**config.mk**
```make
export PLATFORM = sky130hd
export DESIGN_NAME = rr_mux_arbiter
export DESIGN_NICKNAME = d
export VERILOG_FILES = /design/src/rtl/rr_mux_arbiter_pkg.sv /design/src/rtl/mux_param.sv /design/src/rtl/rr_mux_arbiter.sv
export SDC_FILE = /design/constraint.sdc
export NUM_CORES = 1
export LEC_CHECK = 0
export BUFFER_PORTS_ARGS = -buffer_cell sky130_fd_sc_hd__clkbuf_2
export CAP_MARGIN = 20
export CORE_MARGIN = 8
export CORE_UTILIZATION = 35
export DETAILED_ROUTE_END_ITERATION = 10
export GPL_TIMING_DRIVEN = 0
export PLACE_DENSITY = 0.82
export SYNTH_ARGS = -nofsm -noshare
export SYNTH_HDL_FRONTEND = slang
export SYNTH_SLANG_ARGS = --single-unit
```
**constraint.sdc**
```tcl
create_clock -name clk -period 2.3 [get_ports clk]
set_input_delay 0.46 -clock clk [delete_from_list [all_inputs] [get_ports clk]]
set_output_delay 0.46 -clock clk [all_outputs]
set_load 0.02 [all_outputs]
```
**src/rtl/rr_mux_arbiter_pkg.sv**
```systemverilog
// -----------------------------------------------------------------------------
// rr_mux_arbiter_pkg
//   Shared definitions for the round-robin mux arbiter:
//     - arb_state_t   : FSM state encoding (ARB_IDLE / ARB_BUSY)
//     - DEF_NUM_REQ   : default number of requesters
//     - DEF_SEL_BITS  : default select width (2^DEF_SEL_BITS >= DEF_NUM_REQ)
//     - DEF_WIDTH     : default data width per requester
// -----------------------------------------------------------------------------
package rr_mux_arbiter_pkg;

    typedef enum logic {
        ARB_IDLE = 1'b0,
        ARB_BUSY = 1'b1
    } arb_state_t;

    localparam int DEF_NUM_REQ  = 4;
    localparam int DEF_SEL_BITS = 2;
    localparam int DEF_WIDTH    = 32;

endpackage : rr_mux_arbiter_pkg

```
**src/rtl/mux_param.sv**
```systemverilog
// -----------------------------------------------------------------------------
// mux_param
//   Parameterized SIZE:1 data multiplexer, WIDTH bits per input.
//   Ports:
//     select : BITS     binary index of the input to forward
//     in     : SIZE*WIDTH packed inputs, input i at [WIDTH*(i+1)-1 : WIDTH*i]
//     out    : WIDTH    selected input
//   A select value >= SIZE drives X so synthesis may treat it as don't-care.
// -----------------------------------------------------------------------------
module mux_param #(
    parameter int BITS  = 2,
    parameter int SIZE  = 4,
    parameter int WIDTH = 32
) (
    input  logic [BITS-1:0]       select,
    input  logic [SIZE*WIDTH-1:0] in,
    output logic [WIDTH-1:0]      out
);

    always_comb begin
        out = 'x;
        for (int i = 0; i < SIZE; i++) begin
            if (select == BITS'(i)) begin
                out = in[i*WIDTH +: WIDTH];
            end
        end
    end

endmodule : mux_param

```
**src/rtl/rr_mux_arbiter.sv**
```systemverilog
// -----------------------------------------------------------------------------
// rr_mux_arbiter
//   Round-robin arbiter sharing one downstream valid/ready channel among
//   NUM_REQ requesters. The grant is held for a whole burst, which ends on an
//   accepted beat carrying last. Every burst is followed by one IDLE cycle.
//   Ports:
//     clk        : clock, rising edge
//     rst        : asynchronous active-low reset
//     req_valid  : NUM_REQ       per-requester beat valid
//     req_last   : NUM_REQ       per-requester last-beat flag
//     req_data   : NUM_REQ*WIDTH packed requester data
//     req_ready  : NUM_REQ       per-requester beat accept (owner only)
//     out_valid  : downstream beat valid
//     out_last   : downstream last flag
//     out_data   : WIDTH downstream data (don't-care while idle)
//     out_ready  : downstream accept
//     grant      : NUM_REQ one-hot owner (registered)
//     grant_sel  : SEL_BITS binary owner index (registered)
//     busy       : high while a burst owns the channel
//   SEL_BITS must satisfy 2^SEL_BITS >= NUM_REQ.
// -----------------------------------------------------------------------------
module rr_mux_arbiter
    import rr_mux_arbiter_pkg::*;
#(
    parameter int NUM_REQ  = DEF_NUM_REQ,
    parameter int SEL_BITS = DEF_SEL_BITS,
    parameter int WIDTH    = DEF_WIDTH
) (
    input  logic                     clk,
    input  logic                     rst,
    input  logic [NUM_REQ-1:0]       req_valid,
    input  logic [NUM_REQ-1:0]       req_last,
    input  logic [NUM_REQ*WIDTH-1:0] req_data,
    output logic [NUM_REQ-1:0]       req_ready,
    output logic                     out_valid,
    output logic                     out_last,
    output logic [WIDTH-1:0]         out_data,
    input  logic                     out_ready,
    output logic [NUM_REQ-1:0]       grant,
    output logic [SEL_BITS-1:0]      grant_sel,
    output logic                     busy
);

    arb_state_t            state_reg, state_next;
    logic [SEL_BITS-1:0]   rr_ptr_reg, rr_ptr_next;
    logic [SEL_BITS-1:0]   grant_sel_reg, grant_sel_next;
    logic [NUM_REQ-1:0]    grant_reg, grant_next;

    logic [2*NUM_REQ-1:0]  valid_dbl;
    logic [2*NUM_REQ-1:0]  valid_shift;
    logic [NUM_REQ-1:0]    valid_rot;
    logic                  pick_found;
    logic [SEL_BITS-1:0]   pick_idx;

    logic                  owner_valid;
    logic                  owner_last;
    logic                  burst_done;

    // ---------------------------------------------------------------------
    // Round-robin pick: rotate the request vector so rr_ptr lands at bit 0,
    // take the lowest set bit, then add rr_ptr back (mod NUM_REQ).
    // rr_ptr is always < NUM_REQ, so the doubled vector covers every rotation.
    // ---------------------------------------------------------------------
    assign valid_dbl   = {req_valid, req_valid};
    assign valid_shift = valid_dbl >> rr_ptr_reg;
    assign valid_rot   = valid_shift[NUM_REQ-1:0];

    always_comb begin
        int idx;
        idx        = 0;
        pick_found = 1'b0;
        pick_idx   = '0;
        for (int k = 0; k < NUM_REQ; k++) begin
            if (!pick_found && valid_rot[k]) begin
                idx = int'(rr_ptr_reg) + k;
                if (idx >= NUM_REQ) begin
                    idx = idx - NUM_REQ;
                end
                pick_found = 1'b1;
                pick_idx   = SEL_BITS'(idx);
            end
        end
    end

    // ---------------------------------------------------------------------
    // Owner's control bits, muxed locally from grant_sel.
    // ---------------------------------------------------------------------
    always_comb begin
        owner_valid = 1'b0;
        owner_last  = 1'b0;
        for (int i = 0; i < NUM_REQ; i++) begin
            if (grant_sel_reg == SEL_BITS'(i)) begin
                owner_valid = req_valid[i];
                owner_last  = req_last[i];
            end
        end
    end

    assign busy       = (state_reg == ARB_BUSY);
    assign out_valid  = busy & owner_valid;
    assign out_last   = busy & owner_last;
    assign burst_done = out_valid & out_ready & out_last;

    // ---------------------------------------------------------------------
    // FSM next-state
    // ---------------------------------------------------------------------
    always_comb begin
        state_next     = state_reg;
        rr_ptr_next    = rr_ptr_reg;
        grant_next     = grant_reg;
        grant_sel_next = grant_sel_reg;
        case (state_reg)
            ARB_IDLE: begin
                if (pick_found) begin
                    grant_next     = {{(NUM_REQ-1){1'b0}}, 1'b1} << pick_idx;
                    grant_sel_next = pick_idx;
                    state_next     = ARB_BUSY;
                end
            end
            ARB_BUSY: begin
                if (burst_done) begin
                    // Next scan starts just past the finished owner.
                    if (grant_sel_reg == SEL_BITS'(NUM_REQ-1)) begin
                        rr_ptr_next = '0;
                    end else begin
                        rr_ptr_next = grant_sel_reg + 1'b1;
                    end
                    grant_next = '0;
                    state_next = ARB_IDLE;
                end
            end
            default: begin
                state_next = ARB_IDLE;
                grant_next = '0;
            end
        endcase
    end

    // ---------------------------------------------------------------------
    // State registers
    // ---------------------------------------------------------------------
    always_ff @(posedge clk or negedge rst) begin
        if (!rst) begin
            state_reg     <= ARB_IDLE;
            rr_ptr_reg    <= '0;
            grant_reg     <= '0;
            grant_sel_reg <= '0;
        end else begin
            state_reg     <= state_next;
            rr_ptr_reg    <= rr_ptr_next;
            grant_reg     <= grant_next;
            grant_sel_reg <= grant_sel_next;
        end
    end

    assign grant     = grant_reg;
    assign grant_sel = grant_sel_reg;

    // Only the owner sees the downstream ready; grant is zero while idle.
    generate
        for (genvar gi = 0; gi < NUM_REQ; gi++) begin : g_ready
            assign req_ready[gi] = busy & grant_reg[gi] & out_ready;
        end
    endgenerate

    mux_param #(
        .BITS  (SEL_BITS),
        .SIZE  (NUM_REQ),
        .WIDTH (WIDTH)
    ) u_data_mux (
        .select (grant_sel_reg),
        .in     (req_data),
        .out    (out_data)
    );

endmodule : rr_mux_arbiter

```
==> results.ini, run 1 <==
[outcome]
status=complete, no violations

[setup_path]
critical_path_arrival_ns=1.82
reg2reg_to=rr_ptr_reg[1]
timing.setup.critical_path_class=flop to output pin
crit_end_category=output pin
crit_required_ns=1.84
timing.reg2reg.worst_path_depth=7
crit_start=grant_sel[1]
rrSetupSlack_ns=0.23
setup.worst_path.start_class=flop
critPathCapture=out_data[13]
critical_path.max_fanout=7
critical_path.reg2reg.startpoint=grant_sel[0]

[synthesis]
async_reset_ff_share_pct=100.0
synth.avg_cell_area_um2=6.676
synthesis.nets=390
synth.distinct_cells=38
area_of_the_mapped_netlist_mm2=0.001649
ys_seq_elements=9
ys.warnings.count=0
synth_enable_flop_cells=0
ys_seq_area_share_pct=13.66
predominant_post_synthesis_flop_cell=sky130_fd_sc_hd__dfrtp_1
syn-instance-count=247

[clock_network]
worst_skew_pair.late_latency_ns=0.23
cts.sink_count=9
cts_inserted_buffers=3
cts_tree=built
cts.path.max_buffers=2
cts-hold-fix-buffers=0
cts_htree_levels=1
clkTransAtPathRegs_ns=0.05
root_buf_cell=sky130_fd_sc_hd__clkbuf_8

[finish]
final_area_mm2=0.003015
insertedDiodeCount=0
syn2layout_area_growth_pct=82.85
drive_above_1_share_pct=52.37
final_net_count=587
max_ffs_per_register=4

[timing]
worst_slew_pin_slew_ns=0.5398
fin_worst_hold_slack_ns=0.07105
min_period_over_period_pct=99.27
grt_setup_unrepaired=yes
relSlewSlack_pct=63.89
skew_ns=0.005400
timing_max_transition_violations_final=0
min_period_ns=2.283
worst_slack_ns=0.01689
timing.final.setup_violations=0
maximum_achievable_frequency_mhz=438.0
finalHoldViolCount=0

[global_route]
grt_start_max_net_pins=12
via_count_of_the_first_global_routing_pass=2590
grt_remaining_overflow=0
globalRouteTotalUtil_pct=21.50
antenna_found_initial=0
wire_length_of_the_first_global_routing_pass_um=12840

[place]
hpwlAfterDp_um=6748
placement.setup.worst_slack_ns=-0.1995
placed_cell_area_mm2=0.002633
portBuffers=183
gp_routability_congestion=0.8625

[floorplan]
die_height_um=84.64
initial_core_util_pct=35.62
rows=25
die_area_mm2=0.007164
placeable_area_mm2=0.004629
ios=184
floorplan.die.width_um=84.64

[route]
viasPerCell=5.239
first_iter_violations=54
drt.antenna.violating_nets=0
detail_route.first_pass.iterations=5
route.final.wire_length_um=8529
num_vias=2604
routedWlPerCell_um=17.16
drcViolationCount=0

[worst_hold_path]
min_path_type=input pin to asynchronous set/reset pin

[power]
power_leakage_nw=1.602
power_per_cell_area_mw_per_mm2=1275
power_frac_seq_pct=8.3
combPwrFrac_pct=86.8
clock_power_share_pct=4.9
p_sw_share_pct=51.12
cell_internal_pwr_mw=1.879
netSwitchingPower_mw=1.966
vdd_drop_max_uv=759.6

[run]
cap_violations=0

[layout make-up]
class	count	area, µm²
Fill cell	413	1614
Multi-Input combinational cell	213	1350
Timing Repair Buffer	193	1102
Sequential cell	9	227.7
Buffer	19	203.9
Tap cell	54	67.56
Clock buffer	4	45.04
Inverter	5	18.77
[layout by cell type, fill, tap and decap left out, types with 2 or more instances in the layout]
cell type	n
sky130_fd_sc_hd__a211oi_2	4
sky130_fd_sc_hd__a21oi_1	35
sky130_fd_sc_hd__a32o_1	2
sky130_fd_sc_hd__and3_1	4
sky130_fd_sc_hd__buf_12	4
sky130_fd_sc_hd__buf_2	11
sky130_fd_sc_hd__buf_4	31
sky130_fd_sc_hd__buf_6	3
sky130_fd_sc_hd__clkbuf_16	3
sky130_fd_sc_hd__clkbuf_2	155
sky130_fd_sc_hd__clkbuf_8	5
sky130_fd_sc_hd__dfrtp_1	7
sky130_fd_sc_hd__dfrtp_2	2
sky130_fd_sc_hd__ha_4	2
sky130_fd_sc_hd__inv_1	3
sky130_fd_sc_hd__inv_2	2
sky130_fd_sc_hd__mux2i_1	33
sky130_fd_sc_hd__nand2_1	36
sky130_fd_sc_hd__nor2_1	35
sky130_fd_sc_hd__nor2b_1	2
sky130_fd_sc_hd__nor3b_1	2
sky130_fd_sc_hd__o21ai_0	2
sky130_fd_sc_hd__o21ai_1	32
sky130_fd_sc_hd__o22ai_1	2
[cells in the mapped netlist, drive strengths merged (2+ instances only)]
cell | instances | area (µm²)
and3 | 4 | 25.02
nand2 | 36 | 135.1
nor3 | 2 | 15.01
and2 | 2 | 12.51
inv | 5 | 18.77
a211oi | 4 | 40.03
clkbuf | 11 | 42.54
ha | 4 | 50.05
nor2 | 35 | 131.4
a32o | 2 | 20.02
o22ai | 2 | 12.51
nand3b | 2 | 27.53
o21ai | 34 | 170.2
mux2i | 33 | 330.3
dfrtp | 9 | 225.2
a21oi | 36 | 180.2
nor3b | 2 | 15.01
nor2b | 2 | 12.51
buf | 9 | 56.30
[cells by family after synthesis]
family                     after synthesis  share of synthesized area, %
and+or+nand+nor                         91                         25.42
AOI/OAI and AO/OA                       84                         29.82
muxes                                   34                         20.94
buffers and inverters                   25                         7.132
DFF                                      9                         13.66
adders and majority gates                4                         3.035
[metal layers]
layer	wire, µm	GRT usage, %	vias to the layer above	share of wire (%)
li1	-	-	1264	-
met2	4285	38.37	145	50
met1	3284	23.74	1171	39
met4	230	6.634	0	2.7
met5	0	0	-	0
met3	729	6.341	24	8.5
[through the flow]
step | cells | util (%) | setup TNS [ns] | power (mW)
2_1_floorplan | 247 | - | 0 | 2.166
6_report | 497 | 65.14 | 0 | 3.845
5_1_grt | 497 | 65.14 | -0.7380 | 4.108
3_5_place_dp | 484 | 56.86 | -4.726 | 3.038
3_3_place_gp | 484 | 56.86 | -1.933 | 2.991
4_1_cts | 492 | 61.78 | 0 | 3.543
[worst min-delay path by stage]
stage | from | end | slack, ns
3_3_place_gp | rst | grant[1] | 0.32
5_1_grt | rst | grant[1] | 0.09
3_5_place_dp | rst | grant[1] | 0.33
2_1_floorplan | rst | busy | 0.16
4_1_cts | rst | grant[1] | 0.08
6_report | rst | grant[1] | 0.07
[power groups by stage]
stage	logic (mW)	registers, mW	clock network [mW]
6_report	3.34	0.319	0.187
5_1_grt	3.58	0.327	0.198
4_1_cts	3.04	0.314	0.188
3_5_place_dp	2.73	0.311	0
3_3_place_gp	2.69	0.301	0
2_1_floorplan	1.82	0.344	0
[worst max-delay path, cell delays in order, from the launching register on]
cell and delay (ns):
sky130_fd_sc_hd__dfrtp_2 0.43, sky130_fd_sc_hd__inv_2 0.09, sky130_fd_sc_hd__ha_4 0.16, sky130_fd_sc_hd__buf_12 0.14, sky130_fd_sc_hd__clkbuf_16 0.15, sky130_fd_sc_hd__mux2i_1 0.19, sky130_fd_sc_hd__nor2_1 0.06, sky130_fd_sc_hd__a21oi_1 0.12
sky130_fd_sc_hd__o21ai_1 0.07, sky130_fd_sc_hd__buf_4 0.17
[what timing repair did]
item                       4_1_cts  5_1_grt
gates cloned                     1        3
setup endpoints to repair       34       34
buffers inserted                 4        2
pin swaps                        1        6
gates resized for setup         52       58
No activity file was read; power rests on OpenSTA's default activity.
==> run 2, diff against run 1 <==
--- a/config.mk
+++ b/config.mk
@@ -6,12 +6,13 @@
 export NUM_CORES = 1
 export LEC_CHECK = 0
 export BUFFER_PORTS_ARGS = -buffer_cell sky130_fd_sc_hd__clkbuf_2
-export CAP_MARGIN = 20
+export CELL_PAD_IN_SITES_DETAIL_PLACEMENT = 0
+export CELL_PAD_IN_SITES_GLOBAL_PLACEMENT = 1
 export CORE_MARGIN = 8
-export CORE_UTILIZATION = 35
+export CORE_UTILIZATION = 21
 export DETAILED_ROUTE_END_ITERATION = 10
 export GPL_TIMING_DRIVEN = 0
-export PLACE_DENSITY = 0.82
+export PLACE_DENSITY_LB_ADDON = 0.1
 export SYNTH_ARGS = -nofsm -noshare
 export SYNTH_HDL_FRONTEND = slang
 export SYNTH_SLANG_ARGS = --single-unit
==> results.ini, run 2 (same netlist as run 1, synthesis figures left out) <==
[global_route]
via_count_of_the_first_global_routing_pass=2520
antenna_found_initial=0
grt_start_max_net_pins=12
globalRouteTotalUtil_pct=14.65
wire_length_of_the_first_global_routing_pass_um=13460
grt_remaining_overflow=0

[route]
num_vias=2472
drcViolationCount=0
drt.antenna.violating_nets=0
routedWlPerCell_um=16.53
first_iter_violations=76
detail_route.first_pass.iterations=4
viasPerCell=4.503
route.final.wire_length_um=9077

[timing]
fin_tns_setup_ns=0
relSlewSlack_pct=61.11
min_period_ns=2.286
timing.final.setup_violations=0
grt_setup_unrepaired=yes
fin_worst_hold_slack_ns=0.08138
maximum_achievable_frequency_mhz=437.5
worst_slew_pin_slew_ns=0.5814
timing_max_transition_violations_final=0
finalHoldViolCount=0
min_period_over_period_pct=99.39
skew_ns=0.001725

[place]
dpl.cell_count=532
portBuffers=183
gp_routability_congestion=0.7604
placed_cell_area_mm2=0.002693
hpwlAfterDp_um=7050

[power]
power_per_cell_area_mw_per_mm2=1281
combPwrFrac_pct=88.1
cell_internal_pwr_mw=2.055
p_sw_share_pct=49.87
power_frac_seq_pct=7.5
power_leakage_nw=1.649
vdd_drop_max_uv=560.2
clock_power_share_pct=4.4
netSwitchingPower_mw=2.044

[setup_path]
timing.reg2reg.worst_path_depth=8
timing.setup.critical_path_class=flop to output pin
crit_required_ns=1.84
critical_path.max_fanout=8
setup.worst_path.start_class=flop
slowest_stage=sky130_fd_sc_hd__dfrtp_1
critical_path_arrival_ns=1.83
rrSetupSlack_ns=0.18
crit_path_cell_trace=inv_2 -> ha_4 -> buf_12 -> clkbuf_16 -> mux2i_1 -> nor2_1 -> a21oi_1 -> o21ai_1 -> buf_2
crit_end_category=output pin
path_delay_family=buffers and inverters
path_buf_inv=4
critical_path.reg2reg.startpoint=grant_sel[1]
critPathMaxStageDelay_ns=0.42
reg2reg_to=rr_ptr_reg[1]

[floorplan]
placeable_area_mm2=0.007687
floorplan.die.width_um=104.6
rows=32
die_area_mm2=0.01094
initial_core_util_pct=21.45
die_height_um=104.6
ios=184

[finish]
syn2layout_area_growth_pct=94.01
utilization_pct=41.62
drive_above_1_share_pct=55.48
final.fill_count=859
post_layout_nonfiller_instances=549
insertedDiodeCount=0
multi_input_area_mm2=0.001396
final_net_count=591
max_ffs_per_register=4
mostFrequentLayoutCells=151 x sky130_fd_sc_hd__clkbuf_2, 36 x sky130_fd_sc_hd__nand2_1, 34 x sky130_fd_sc_hd__buf_4, 33 x sky130_fd_sc_hd__a21oi_1, 32 x sky130_fd_sc_hd__o21ai_1
mostFrequentLayoutCell=sky130_fd_sc_hd__clkbuf_2
final_area_mm2=0.003199
layout.area.seq_um2=226.5

[clock_network]
clkTransAtPathRegs_ns=0.05
cts_tree=built
root_buf_cell=sky130_fd_sc_hd__clkbuf_8
cts-hold-fix-buffers=0
worst_skew_pair.late_latency_ns=0.23
cts.path.max_buffers=2
cts_htree_levels=1
cts_inserted_buffers=3
cts.sink_count=9

[run]
cap_violations=0

[worst_hold_path]
min_path_type=input pin to asynchronous set/reset pin

[outcome]
status=complete, no violations

-- run 2: through the flow --
stage | total power [mW] | setup WS [ns]
2_1_floorplan | 2.166 | 0.05323
3_3_place_gp | 3.074 | -0.2109
3_5_place_dp | 3.071 | -0.2199
4_1_cts | 3.715 | 0.003139
5_1_grt | 4.394 | -0.08941
6_report | 4.099 | 0.01414
-- run 2: power groups by stage --
stage	Sequential (mW)	Clock (mW)	Combinational (mW)
CTS	0.307	0.186	3.22
global route	0.321	0.194	3.88
finish	0.308	0.180	3.61
floorplan	0.344	0	1.82
global placement	0.305	0	2.77
detailed placement	0.306	0	2.77
-- run 2: layout make-up --
| class | count | share of cell area, % |
|---|---|---|
| Clock inverter | 1 | 0.1564 |
| Clock buffer | 3 | 1.291 |
| Timing Repair Buffer | 196 | 35.47 |
| Buffer | 20 | 7.783 |
| Sequential cell | 9 | 7.079 |
| Multi-Input combinational cell | 213 | 43.64 |
| Inverter | 5 | 0.5866 |
| Tap cell | 102 | 3.989 |
-- run 2: worst max path at each step --
stage                         endpoint  cells past startpoint         start  slack (ns)
after floorplan           out_data[31]                      7  grant_sel[0]        0.05
after global placement    out_data[14]                      8  grant_sel[0]       -0.21
after detailed placement  out_data[14]                      7  grant_sel[0]       -0.22
after CTS                 out_data[14]                      9  grant_sel[1]       0.003
after global routing      out_data[10]                      9  grant_sel[1]       -0.09
final                     out_data[15]                      9  grant_sel[1]        0.01
-- run 2: repair_timing --
item,CTS,global route
setup endpoints to repair,34,34
gates resized for setup,60,75
pin swaps,2,10
buffers inserted,7,2
gates cloned,2,2
-- run 2: routing by layer --
layer	GRT usage [%]	routed length [µm]	vias up	part of all wire (%)
li1	-	-	1273	-
met2	25.96	4582	108	50
met5	0	0	-	0
met3	3.747	641	6	7.1
met4	1.427	55	0	0.61
met1	17.96	3797	1085	42
